--- src/rtl/conv_bias_sequencer_if.sv ---
// Stream/bus bundle between the conv accumulator source, the bias selector and the next layer.
// The master side is the sequencer; the slave side is its environment.
interface conv_bias_sequencer_if #(
    parameter int unsigned ACC_W  = 22,
    parameter int unsigned OUT_W  = 8,
    parameter int unsigned NUM_CH = 8
);
    logic [NUM_CH*ACC_W-1:0] Acc_i;
    logic                    AccValid_i;
    logic                    AccReady_o;
    logic [2:0]              BiasSel_o;
    logic signed [21:0]      Bias_i;
    logic [OUT_W-1:0]        Out_o;
    logic [2:0]              OutCh_o;
    logic                    OutLast_o;
    logic                    OutValid_o;
    logic                    OutReady_i;

    modport master (
        input  Acc_i, AccValid_i, Bias_i, OutReady_i,
        output AccReady_o, BiasSel_o, Out_o, OutCh_o, OutLast_o, OutValid_o
    );

    modport slave (
        output Acc_i, AccValid_i, Bias_i, OutReady_i,
        input  AccReady_o, BiasSel_o, Out_o, OutCh_o, OutLast_o, OutValid_o
    );
endinterface

--- src/rtl/conv_bias_sequencer.sv ---
// Walks one captured frame of conv accumulators through the bias selector, applies
// bias + ReLU + shift + saturate, and streams one activation per channel.
module conv_bias_sequencer #(
    parameter int unsigned ACC_W  = 22,
    parameter int unsigned OUT_W  = 8,
    parameter int unsigned SHIFT  = 6,
    parameter int unsigned NUM_CH = 8
) (
    input  logic                   Clk_i,
    input  logic                   Rst_i,
    conv_bias_sequencer_if.master  bus
);
    localparam int unsigned BIAS_W = 22;
    localparam int unsigned W      = ((ACC_W > BIAS_W) ? ACC_W : BIAS_W) + 1;
    localparam logic [2:0]  LAST_CH = 3'(NUM_CH - 1);
    localparam logic [W-1:0] OUT_MAX = W'((1 << OUT_W) - 1);

    typedef enum logic [1:0] {IDLE, RUN, DRAIN} state_e;

    state_e                   state_q, state_d;
    logic [2:0]               ch_q, ch_d;
    logic signed [ACC_W-1:0]  acc_q [NUM_CH];
    logic signed [ACC_W-1:0]  acc_d [NUM_CH];
    logic [OUT_W-1:0]         out_q, out_d;
    logic [2:0]               out_ch_q, out_ch_d;
    logic                     out_last_q, out_last_d;
    logic                     out_valid_q, out_valid_d;

    logic                     acc_ready_c;
    logic                     load_c;
    logic signed [ACC_W-1:0]  acc_sel_c;
    logic signed [W-1:0]      sum_c;
    logic [W-1:0]             relu_c;
    logic [W-1:0]             sh_c;
    logic [OUT_W-1:0]         res_c;

    assign acc_ready_c = (state_q == IDLE) & ~Rst_i;
    assign load_c      = ~out_valid_q | bus.OutReady_i;

    // Bias add cannot overflow at W bits; saturate only the shifted positive value.
    always_comb begin
        acc_sel_c = acc_q[ch_q];
        sum_c     = W'(acc_sel_c) + W'(bus.Bias_i);
        relu_c    = sum_c[W-1] ? '0 : sum_c;
        sh_c      = relu_c >> SHIFT;
        res_c     = (sh_c > OUT_MAX) ? '1 : sh_c[OUT_W-1:0];
    end

    always_comb begin
        state_d     = state_q;
        ch_d        = ch_q;
        acc_d       = acc_q;
        out_d       = out_q;
        out_ch_d    = out_ch_q;
        out_last_d  = out_last_q;
        out_valid_d = out_valid_q;

        unique case (state_q)
            IDLE: begin
                if (bus.AccValid_i && acc_ready_c) begin
                    for (int k = 0; k < int'(NUM_CH); k++) begin
                        acc_d[k] = bus.Acc_i[k*ACC_W +: ACC_W];
                    end
                    ch_d    = '0;
                    state_d = RUN;
                end
            end
            RUN: begin
                if (load_c) begin
                    out_d       = res_c;
                    out_ch_d    = ch_q;
                    out_last_d  = (ch_q == LAST_CH);
                    out_valid_d = 1'b1;
                    if (ch_q == LAST_CH) begin
                        ch_d    = '0;
                        state_d = DRAIN;
                    end else begin
                        ch_d = ch_q + 3'd1;
                    end
                end
            end
            DRAIN: begin
                if (out_valid_q && bus.OutReady_i) begin
                    out_valid_d = 1'b0;
                    state_d     = IDLE;
                end
            end
            default: state_d = IDLE;
        endcase
    end

    always_ff @(posedge Clk_i) begin
        if (Rst_i) begin
            state_q     <= IDLE;
            ch_q        <= '0;
            out_q       <= '0;
            out_ch_q    <= '0;
            out_last_q  <= 1'b0;
            out_valid_q <= 1'b0;
        end else begin
            state_q     <= state_d;
            ch_q        <= ch_d;
            out_q       <= out_d;
            out_ch_q    <= out_ch_d;
            out_last_q  <= out_last_d;
            out_valid_q <= out_valid_d;
        end
    end

    // Frame storage needs no reset; it is only read after a capture.
    always_ff @(posedge Clk_i) begin
        acc_q <= acc_d;
    end

    assign bus.AccReady_o = acc_ready_c;
    assign bus.BiasSel_o  = ch_q;
    assign bus.Out_o      = out_q;
    assign bus.OutCh_o    = out_ch_q;
    assign bus.OutLast_o  = out_last_q;
    assign bus.OutValid_o = out_valid_q;
endmodule

--- src/flat_wrapper.sv ---
// flat-port wrapper written by rule: the top's interface ports become plain ports
module conv_bias_sequencer_flat 
#(
    parameter int unsigned ACC_W  = 22,
    parameter int unsigned OUT_W  = 8,
    parameter int unsigned SHIFT  = 6,
    parameter int unsigned NUM_CH = 8
)
  (Clk_i, Rst_i, bus_Acc_i, bus_AccValid_i, bus_Bias_i, bus_OutReady_i, bus_AccReady_o, bus_BiasSel_o, bus_Out_o, bus_OutCh_o, bus_OutLast_o, bus_OutValid_o);
  conv_bias_sequencer_if #(.ACC_W(ACC_W), .OUT_W(OUT_W), .NUM_CH(NUM_CH)) bus_i ();
  input  logic Clk_i;
  input  logic Rst_i;
  input wire logic [$bits(bus_i.Acc_i)-1:0] bus_Acc_i;
  input wire logic [$bits(bus_i.AccValid_i)-1:0] bus_AccValid_i;
  input wire logic [$bits(bus_i.Bias_i)-1:0] bus_Bias_i;
  input wire logic [$bits(bus_i.OutReady_i)-1:0] bus_OutReady_i;
  output wire logic [$bits(bus_i.AccReady_o)-1:0] bus_AccReady_o;
  output wire logic [$bits(bus_i.BiasSel_o)-1:0] bus_BiasSel_o;
  output wire logic [$bits(bus_i.Out_o)-1:0] bus_Out_o;
  output wire logic [$bits(bus_i.OutCh_o)-1:0] bus_OutCh_o;
  output wire logic [$bits(bus_i.OutLast_o)-1:0] bus_OutLast_o;
  output wire logic [$bits(bus_i.OutValid_o)-1:0] bus_OutValid_o;
  assign bus_i.Acc_i = bus_Acc_i;
  assign bus_i.AccValid_i = bus_AccValid_i;
  assign bus_i.Bias_i = bus_Bias_i;
  assign bus_i.OutReady_i = bus_OutReady_i;
  assign bus_AccReady_o = bus_i.AccReady_o;
  assign bus_BiasSel_o = bus_i.BiasSel_o;
  assign bus_Out_o = bus_i.Out_o;
  assign bus_OutCh_o = bus_i.OutCh_o;
  assign bus_OutLast_o = bus_i.OutLast_o;
  assign bus_OutValid_o = bus_i.OutValid_o;
  conv_bias_sequencer #(.ACC_W(ACC_W), .OUT_W(OUT_W), .SHIFT(SHIFT), .NUM_CH(NUM_CH)) u_core (.Clk_i(Clk_i), .Rst_i(Rst_i), .bus(bus_i));
endmodule
--- config.mk ---
export PLATFORM = sky130hd
export DESIGN_NAME = conv_bias_sequencer_flat
export DESIGN_NICKNAME = d
export VERILOG_FILES = /design/src/rtl/conv_bias_sequencer_if.sv /design/src/rtl/conv_bias_sequencer.sv /design/src/flat_wrapper.sv
export SDC_FILE = /design/constraint.sdc
export NUM_CORES = 1
export LEC_CHECK = 0
export CELL_PAD_IN_SITES_DETAIL_PLACEMENT = 1
export CELL_PAD_IN_SITES_GLOBAL_PLACEMENT = 1
export CORE_MARGIN = 1.5
export CORE_UTILIZATION = 43
export DETAILED_ROUTE_END_ITERATION = 12
export HOLD_SLACK_MARGIN = 0.15
export PLACE_DENSITY_LB_ADDON = 0.12
export SLEW_MARGIN = 20
export SYNTH_ARGS = -nofsm -noshare
export SYNTH_HDL_FRONTEND = slang
export SYNTH_SLANG_ARGS = --single-unit
--- constraint.sdc ---
create_clock -name Clk_i -period 12.9 [get_ports Clk_i]
set_input_delay 3.87 -clock Clk_i [delete_from_list [all_inputs] [get_ports Clk_i]]
set_output_delay 3.87 -clock Clk_i [all_outputs]
set_load 0.01 [all_outputs]
-- Yosys cells after proc, flatten, opt, wreduce, memory -nomap -nowiden
Index checks and enable logic that the tools add are counted.
- register bits after elaboration: 194
- output and inout bits: 17
- word-level logic and storage cells: 57
- $add $sub $neg: 2
- order comparisons: 2
- eq/ne operators: 7
- mux-type cells: 17
- bitwise operators: 5
- reduce and logical (&&, ||, !) cells: 10
- operator list (operator ; number):
    $bmux W22 S3 ; 1
    $mux W22 ; 3
    $add A22 B22 Y23 ; 1
    $gt A17 B8 Y1 const B ; 1
    $mux W3 ; 3
    $mux W2 ; 4
    $mux W8 ; 1
    $ne A2 B1 Y1 const B ; 3
    $pmux W2 S3 ; 1
    $pmux W3 S2 ; 1
    $reduce_and A3 Y1 ; 2
    $ge A4 B4 Y1 const B ; 1
    $not A3 Y4 ; 1
    $reduce_and A2 Y1 ; 2
    $reduce_and A4 Y1 ; 1
    $reduce_bool A2 Y1 ; 2
    $add A3 B1 Y3 const B ; 1
    $eq A3 B3 Y1 const B ; 1
    $eq A2 B1 Y1 const B ; 1
    $eq A2 B2 Y1 const B ; 1
    $logic_and A1 B1 Y1 ; 2
    $logic_not A2 Y1 ; 1
    $mux W1 ; 2
    $ne A2 B2 Y1 const B ; 1
    4 further kinds ; 5

-- Logic depth before layout (Yosys ltp)
Gate-level depths: netlist (run 1).
- depth after elaboration: 8
- mapped depth: 15
- mapped depth without buffers: 12

-- Worst setup path after synthesis (run 1)
OpenSTA, ideal clock, no wires.
- path type: input to register
- start: input Rst_i
- end: register u_core.acc_q[0] (netlist bit) (enable)
- setup time: 528 ps
- arrival time: 7726 ps
- slack: 4646 ps
- stages on the path: 3
- path buffers: 0
- path through: nor3_1 nand2_1 inv_1
- word-level cells in the longest chain between the ends: 4
- ends and longest elaborated chain (what ; line ; text):
    start: declaration ; flat_wrapper.sv:12 ; input logic Rst_i;
    $not A1 Y1 ; conv_bias_sequencer.sv:37 ; assign acc_ready_c = (state_q == IDLE) & ~Rst_i;
    $and A1 B1 Y1 ; conv_bias_sequencer.sv:37 ;
    $logic_and A1 B1 Y1 ; conv_bias_sequencer.sv:60 ; if (bus.AccValid_i && acc_ready_c) begin
    $reduce_and A2 Y1 (no source line) ; n/a ;
    end signal: assignment ; conv_bias_sequencer.sv:112 ; acc_q <= acc_d;
    end: declaration ; conv_bias_sequencer.sv:22 ; logic signed [ACC_W-1:0] acc_q [NUM_CH];
Every way passes these cells.
A chain may end at the register's enable or synchronous reset.

-- Worst setup path in the final report (run 1)
- start: input Rst_i
- end: output bus_AccReady_o
- word-level cells in the longest chain between the ends: 2
- ends and longest elaborated chain (what ; line ; text):
    $not A1 Y1 ; conv_bias_sequencer.sv:37 ;
    $and A1 B1 Y1 ; conv_bias_sequencer.sv:37 ;
    end: declaration ; flat_wrapper.sv:17 ; output wire logic [$bits(bus_i.AccReady_o)-1:0] bus_AccReady_o;
Every way passes these cells.

==> flow_metrics.tcl, run 1 <==
set metrics [dict create \
    grt_max_degree 103 \
    clk_pin_slew_ns 0.08 \
    finalClockSkew_ns 0.0129 \
    core_mm2 0.0189 \
    endpoint_kind "output port" \
    worst_pin_slew_ns 1.07 \
    synthFlopType "edfxtp_1" \
    ctsHoldBuffers 0 \
    dp.final_hpwl_mm 14.3 \
    finalSetupViolCount 0 \
    status "completed" \
    io_buffers 218 \
    yosys_warnings 0 \
    htreeDepth 4 \
    worstSetupStartpointType "input port" \
    synth_commonest_cells "edfxtp_1, mux4_2, nand2_1" \
    cts_buffer_depth 2 \
    synth_cell_type_count 49 \
    wirelength_mm 19.6 \
    worstPathRequired_ns 9.03 \
    yosysSeqAreaShare 0.674 \
    stdcell_count 983 \
    yosys.area.top_type_share 0.631 \
    gr-total-overflow 0 \
    final_nets 934 \
    cp_common_cell "clkdlybuf4s50_1" \
    maxSlewViolCount 0 \
    dieArea_mm2 0.0203 \
    crit_arrival_ns 5.37 \
    timing.final.crit_period_ns 9.24 \
    cp_slowest_stage_delay_ns 0.62 \
    grt_pass1_wl_mm 30.1 \
    post_cts_resized 0 \
    ys_ff_latch 194 \
    dp.cells 950 \
    cts_root_buffer "clkbuf_16" \
    place_congestion 0.807 \
    rows 50 \
    synth_cells 488 \
    hold_viol_final 0 \
    fin_util 0.608 \
    fp.dieH_um 143 \
    max_freq_ghz 0.108 \
    synth-async-reset-ratio 0 \
    min_path_type "flop to flop" \
    antenna_left 0 \
    p_leak_nw 3.89 \
    vias 5142 \
    finalSetupTns_ns 0 \
    cp_cell_sequence "clkdlybuf4s50_1, nor3_1, clkdlybuf4s50_1" \
    firstDrtPassIters 4 \
    crit_path_max_fanout 12 \
    grt_usage 0.200 \
    syn_avg_cell_area_um2 17.2 \
    ioPinCount 219 \
    finalPower_mw 1.51 \
    yosysMostFrequentCell "edfxtp_1" \
    rsz0062_at_grt "no" \
    vias_per_cell 5.23 \
    worstSkewPairLatency_ns 0.43 \
    cts_setup_buffers 0 \
    fin_crit_sh 0.716 \
    syn-num-nets 713 \
    synth.largest_area_cell "edfxtp_1" \
    slew_headroom 0.285 \
    synth-edff-count 176 \
    finalWorstSetupSlack_ns 3.66 \
    drc 0 \
    power_density_mw_per_mm2 131 \
    first_global_vias 5700 \
    antenna_found_initial 1 \
    cp_slowest_cell "clkdlybuf4s50_1" \
    wl_per_cell_um 19.9 \
    critPathKind "input port to output port" \
    dieWidth_um 143 \
    drtIter0Drc 276 \
    max-vdd-ir-drop_v 0.0000925 \
    synth_area_mm2 0.00838 \
    post-place-ws_ns 3.66 \
    tritoncts "built" \
    clock_sinks 194 \
    drive_above_1_share 0.151 \
    start_util 0.444 \
    cts_buffers 17 \
    synth_top_cells_by_area "edfxtp_1, mux4_2, dfxtp_1" \
    syn_to_final_growth_pct 37.0 \
    drv_cap 0 \
]
==> per-stage QoR <==
stage	cell area [um^2]	hold WS, ns
6_report	11500	0.506
3_5_place_dp	10800	0.485
5_1_grt	11500	0.539
2_1_floorplan	8380	0.499
4_1_cts	11500	0.496
3_3_place_gp	10800	0.482
==> kinds of logic after synthesis <==
| group | count (synthesis) | share of synthesized area |
|---|---|---|
| buffers and inverters | 23 | 0.0115 |
| flip-flops | 194 | 0.674 |
| multiplexers | 70 | 0.149 |
| AO/OA/AOI/OAI | 85 | 0.0703 |
| adder cells (fa/ha/maj) | 23 | 0.0343 |
| AND/OR/NAND/NOR | 80 | 0.0472 |
| XOR/XNOR | 13 | 0.0136 |
==> report_power, final <==
group / switching, mW / internal [mW]
Combinational: 0.0925 / 0.121
Sequential: 0.0100 / 0.714
Clock: 0.254 / 0.316
Total: 0.357 / 1.15
==> path summary, 6_finish.rpt <==
check / start / to / slack (ns) / cells after the start
worst max-delay path: Rst_i / bus_AccReady_o / 3.66 / 3
worst min register to register: u_core.bus.OutLast_o / u_core.bus.OutLast_o / 0.51 / 2
worst max register to register: u_core.bus.BiasSel_o[0] / u_core.bus.Out_o[6] / 8.27 / 11
worst min-delay path: u_core.bus.OutLast_o / u_core.bus.OutLast_o / 0.51 / 2
==> worst max-delay path: cells and delay by family <==
family | cells | cell delay, ns
buf+inv | 2 | 1.20
simple gates | 1 | 0.29
==> registers in the layout (all words and copies together), names as in the netlist <==
| name | count |
|---|---|
| u_core.bus.Out_o | 8 |
| u_core.bus.OutCh_o | 3 |
| u_core.bus.OutLast_o | 1 |
| u_core.acc_q | 176 |
| u_core.state_q | 2 |
| u_core.bus.OutValid_o | 1 |
| u_core.bus.BiasSel_o | 3 |
==> placed cells by master (no fill, tap or decap), types with 3 or more instances in the layout <==
| cell type | Yosys | layout |
|---|---|---|
| o21ba_1 | 8 | 8 |
| xnor2_1 | 8 | 8 |
| ha_1 | 23 | 23 |
| edfxtp_1 | 176 | 176 |
| buf_4 | 0 | 4 |
| inv_8 | 0 | 6 |
| mux4_2 | 42 | 42 |
| xor2_1 | 5 | 5 |
| inv_6 | 0 | 3 |
| a21oi_1 | 22 | 22 |
| dfxtp_1 | 18 | 16 |
| nor2b_1 | 6 | 6 |
| o211a_1 | 3 | 3 |
| nor2_1 | 20 | 20 |
| mux2_2 | 21 | 21 |
| clkbuf_16 | 0 | 17 |
| nand3_1 | 5 | 5 |
| mux2i_1 | 7 | 7 |
| clkdlybuf4s50_1 | 0 | 218 |
| nor3_1 | 4 | 4 |
| nand4_1 | 6 | 6 |
| o21a_1 | 3 | 3 |
| a21o_1 | 5 | 5 |
| bufinv_16 | 0 | 3 |
| o21bai_1 | 4 | 4 |
| nand2_1 | 26 | 26 |
| o21ai_0 | 20 | 20 |
| and3_1 | 3 | 3 |
==> area by class of cell <==
type,instances,area [um^2]
inverters,3,16.3
clock buffers,17,425
flip-flops and latches,194,5650
diodes,1,2.50
repair buffers,222,2210
multi-input cells,271,2640
clock inverters,15,211
fillers,1754,7410
well taps,260,325
==> per-layer routing <==
metal | GRT usage | wire (um) | up-vias
li1 | - | - | 2413
met1 | 0.252 | 8320 | 2559
met2 | 0.344 | 10100 | 150
met3 | 0.0387 | 855 | 20
met4 | 0.0722 | 346 | 0
met5 | 0 | 0 | -
(Power assumes the default switching activity.)
==> inputs of run 2 (changes only) <==
CORE_UTILIZATION = 36   (was 43)
clock period = 8 ns   (was 12.9 ns; I/O delays follow)
==> run 2 against run 1 <==
Effect of this change:
- sequential share of layout area hardly changed
- total power grew 56%
- flip-flop and latch count did not move
- combinational power up 61%
- sequential power increased by 62%
- final area hardly changed
- clock-buffer cell count unchanged
- clock skew rose by 0.0019 ns
- register-to-register slack lost 4.9 ns
- global-route usage down 2.8 points
- largest power group unchanged
==> flow_metrics.tcl, run 2 (synthesis gave the netlist of run 1 again) <==
set metrics [dict create \
    status "completed" \
    largest_reg_flops 176 \
    fin_util 0.505 \
    whs_ns 0.487 \
    nFillCells 2167 \
    max_freq_ghz 0.158 \
    ctsHoldBuffers 0 \
    endpoint_kind "output port" \
    vias_per_cell 5.09 \
    post_cts_resized 0 \
    mostFrequentLayoutCells "clkdlybuf4s50_1, edfxtp_1, mux4_2" \
    crit_path_max_fanout 12 \
    tritoncts "built" \
    wl_per_cell_um 19.9 \
    worst_pin_slew_ns 0.862 \
    cts_buffer_depth 2 \
    maxSlewViolCount 0 \
    final_common_cell "clkdlybuf4s50_1" \
    drive_above_1_share 0.151 \
    timing.final.crit_period_ns 6.34 \
    finalClockSkew_ns 0.0147 \
    core_mm2 0.0227 \
    fp.dieH_um 156 \
    firstDrtPassIters 4 \
    cp_common_cell "clkdlybuf4s50_1" \
    p_leak_nw 3.87 \
    rsz0062_at_grt "no" \
    vias 5121 \
    first_global_vias 5767 \
    drtIter0Drc 210 \
    top_register "u_core.acc_q" \
    cts_root_buffer "clkbuf_16" \
    cts_buffers 17 \
    finalSetupViolCount 0 \
    clk_pin_slew_ns 0.07 \
    grt_max_degree 97 \
    slew_headroom 0.425 \
    antenna_found_initial 2 \
    start_util 0.369 \
    gr-total-overflow 0 \
    worstPathRequired_ns 5.60 \
    power_density_mw_per_mm2 205 \
    htreeDepth 4 \
    cp_slowest_cell "clkdlybuf4s50_1" \
    max-vdd-ir-drop_v 0.000122 \
    worstSkewPairLatency_ns 0.44 \
    grt_pass1_wl_mm 31.0 \
    dp.final_hpwl_mm 14.4 \
    grt_usage 0.171 \
    antenna_left 0 \
    drv_cap 0 \
    worstSetupStartpointType "input port" \
    hold_viol_final 0 \
    ioPinCount 219 \
    ff2ff_path_depth 12 \
    cp_slowest_stage_delay_ns 0.65 \
    min_path_type "flop to flop" \
    dieArea_mm2 0.0242 \
    finalSetupTns_ns 0 \
    cp_cell_sequence "clkdlybuf4s50_1, nor3_1, clkdlybuf4s50_1" \
    clock_sinks 194 \
    place_congestion 0.846 \
    crit_arrival_ns 3.94 \
    wirelength_mm 20.0 \
    holdPathStages 2 \
    cts_setup_buffers 0 \
    dieWidth_um 156 \
    syn_to_final_growth_pct 37.0 \
    critPathKind "input port to output port" \
    drc 0 \
    final_nets 934 \
    io_buffers 218 \
    rows 55 \
    fin_crit_sh 0.792 \
]
run 2: cell count changes in the layout (fill, tap and decap cells not counted), moves of 2 or more:
cell | before | now
bufinv_16 | 3 | 0
clkinv_4 | 0 | 4
clkinv_8 | 1 | 4
clkinvlp_4 | 2 | 0
inv_8 | 6 | 4
run 2: critical path, delay by kind of cell:
kind	cells	cell delay [ns]
buffers and inverters	2	1.24
and+or+nand+nor	1	0.30
run 2: path summary, 6_finish.rpt:
path	startpoint	end	slack [ns]
min reg2reg	u_core.bus.OutLast_o	u_core.bus.OutLast_o	0.49
min	u_core.bus.OutLast_o	u_core.bus.OutLast_o	0.49
max reg2reg	u_core.bus.BiasSel_o[0]	u_core.bus.Out_o[7]	3.39
max	Rst_i	bus_AccReady_o	1.66
run 2: power breakdown:
| part | internal [mW] | switching (mW) |
|---|---|---|
| Sequential | 1.15 | 0.0204 |
| Combinational | 0.197 | 0.147 |
| Clock | 0.419 | 0.415 |
run 2: routing by layer:
metal	GRT usage	up-vias	share of wire
li1	-	2412	-
met1	0.216	2546	0.43
met2	0.296	149	0.50
met3	0.0422	12	0.053
met4	0.0435	2	0.0099
met5	0	-	0.00065
run 2: cell type report:
class / instances / area, um^2 / share of cell area
flip-flops and latches: 194 / 5650 / 0.492
multi-input cells: 271 / 2640 / 0.230
repair buffers: 222 / 2220 / 0.194
clock buffers: 17 / 425 / 0.0371
well taps: 285 / 357 / 0.0311
clock inverters: 14 / 163 / 0.0142
inverters: 3 / 16.3 / 0.00142
diodes: 1 / 2.50 / 0.000218
run 2: through the flow:
step                cells  instance area [um^2]  total power [mW]  setup WS, ns
CTS                  1006                 11500              2.38          1.66
global route         1006                 11500              2.44          1.59
global placement      975                 10900              1.53          1.72
floorplan             488                  8380              1.38          1.22
detailed placement    975                 10900              1.54          1.66
finish               1007                 11500              2.35          1.66
==> inputs of run 3 (changes only) <==
clock period = 5.5 ns   (was 8 ns; I/O delays follow)
==> run 3 against run 2 <==
Effect of this change:
- via count rose by 1.4%
- highest routed layer is now met4
- critical path depth rose by 1
- critical endpoint unchanged
- final cell count increased by 0.70%
- largest power group unchanged
==> flow_metrics.tcl, run 3 (synthesis gave the netlist of run 1 again) <==
set metrics [dict create \
    status "completed" \
    max_freq_ghz 0.213 \
    critPathKind "input port to output port" \
    start_util 0.369 \
    cts_buffer_depth 2 \
    io_buffers 218 \
    first_global_vias 5706 \
    antenna_found_initial 3 \
    finalWorstSetupSlack_ns 0.812 \
    crit_path_max_fanout 12 \
    place_congestion 0.830 \
    drc 0 \
    fp.dieH_um 156 \
    drv_cap 0 \
    rsz0062_at_grt "no" \
    largest_reg_flops 176 \
    rows 55 \
    clock_sinks 194 \
    worstPathRequired_ns 3.85 \
    fin_crit_sh 0.852 \
    timing.final.crit_period_ns 4.69 \
    r2r_setup_slack_ns 1.08 \
    worst_pin_slew_ns 0.871 \
    top_register "u_core.acc_q" \
    final_common_cell "clkdlybuf4s50_1" \
    dieWidth_um 156 \
    power_density_mw_per_mm2 298 \
    grt_usage 0.170 \
    core_mm2 0.0227 \
    ctsHoldBuffers 0 \
    nFillCells 2170 \
    syn_to_final_growth_pct 37.6 \
    final_nets 939 \
    vias_per_cell 5.12 \
    routed-wl-met3_um 925 \
    finalSetupViolCount 0 \
    p_leak_nw 3.90 \
    maxSlewViolCount 0 \
    worstSetupStartpointType "input port" \
    worstSkewPairLatency_ns 0.44 \
    antenna_left 0 \
    vias 5191 \
    tritoncts "built" \
    wirelength_mm 20.1 \
    grt_pass1_wl_mm 30.7 \
    ioPinCount 219 \
    wirelength_met1_mm 8.66 \
    cts_buffers 17 \
    hold_viol_final 0 \
    min_path_type "flop to flop" \
    endpoint_kind "output port" \
    clk_pin_slew_ns 0.07 \
    whs_ns 0.505 \
    cts_root_buffer "clkbuf_16" \
    post_cts_resized 0 \
    htreeDepth 4 \
    dp.final_hpwl_mm 14.9 \
    top_layer "met4" \
    routed-wl-met2_mm 10.2 \
    grt_max_degree 109 \
    post-place-ws_ns 0.830 \
    finalSetupTns_ns 0 \
    dp.cells 980 \
    drtIter0Drc 227 \
    max-vdd-ir-drop_v 0.000189 \
    finalClockSkew_ns 0.0152 \
    mostFrequentLayoutCells "clkdlybuf4s50_1, edfxtp_1, mux4_2" \
    stdcell_count 1014 \
    gr-total-overflow 0 \
    drive_above_1_share 0.157 \
    finalPower_mw 3.43 \
    crit_arrival_ns 3.04 \
    cts_setup_buffers 0 \
    firstDrtPassIters 4 \
    slew_headroom 0.419 \
    wl_per_cell_um 19.8 \
    dieArea_mm2 0.0242 \
]
run 3: critical path: stages:
cell	delay [ns]
clkdlybuf4s50_1	0.40
buf_4	0.18
nor3_1	0.22
clkdlybuf4s50_1	0.59
run 3: through the flow:
| step | utilization | area [um^2] |
|---|---|---|
| 2_1_floorplan | - | 8380 |
| 3_3_place_gp | 0.482 | 10900 |
| 3_5_place_dp | 0.482 | 10900 |
| 4_1_cts | 0.507 | 11500 |
| 5_1_grt | 0.507 | 11500 |
| 6_report | 0.508 | 11500 |
run 3: area by class of cell:
cell class	instances	area, um^2	share of cell area
clock inverters	14	163	0.0141
inverters	3	15.0	0.00130
clock buffers	17	425	0.0369
repair buffers	227	2270	0.197
multi-input cells	271	2640	0.229
diodes	3	7.51	0.000651
flip-flops and latches	194	5650	0.490
well taps	285	357	0.0309
run 3: final timing paths:
kind,startpoint,endpoint,cells past startpoint
worst max-delay path,Rst_i,bus_AccReady_o,4
worst max register to register,u_core.bus.BiasSel_o[0],u_core.bus.Out_o[4],12
worst min-delay path,u_core.bus.OutLast_o,u_core.bus.OutLast_o,2
worst min register to register,u_core.bus.OutLast_o,u_core.bus.OutLast_o,2
run 3: power breakdown:
part | switching (mW) | leakage, nW | internal [mW] | total, mW
combinational | 0.215 | 1.83 | 0.289 | 0.504
clock | 0.614 | 0.287 | 0.610 | 1.22
sequential | 0.0304 | 1.78 | 1.67 | 1.71
total | 0.859 | 3.90 | 2.57 | 3.43
run 3: metal layers:
layer / GRT usage / vias to the layer above
li1: - / 2432
met1: 0.215 / 2604
met2: 0.292 / 138
met3: 0.0422 / 17
met4: 0.0476 / 0
met5: 0 / -
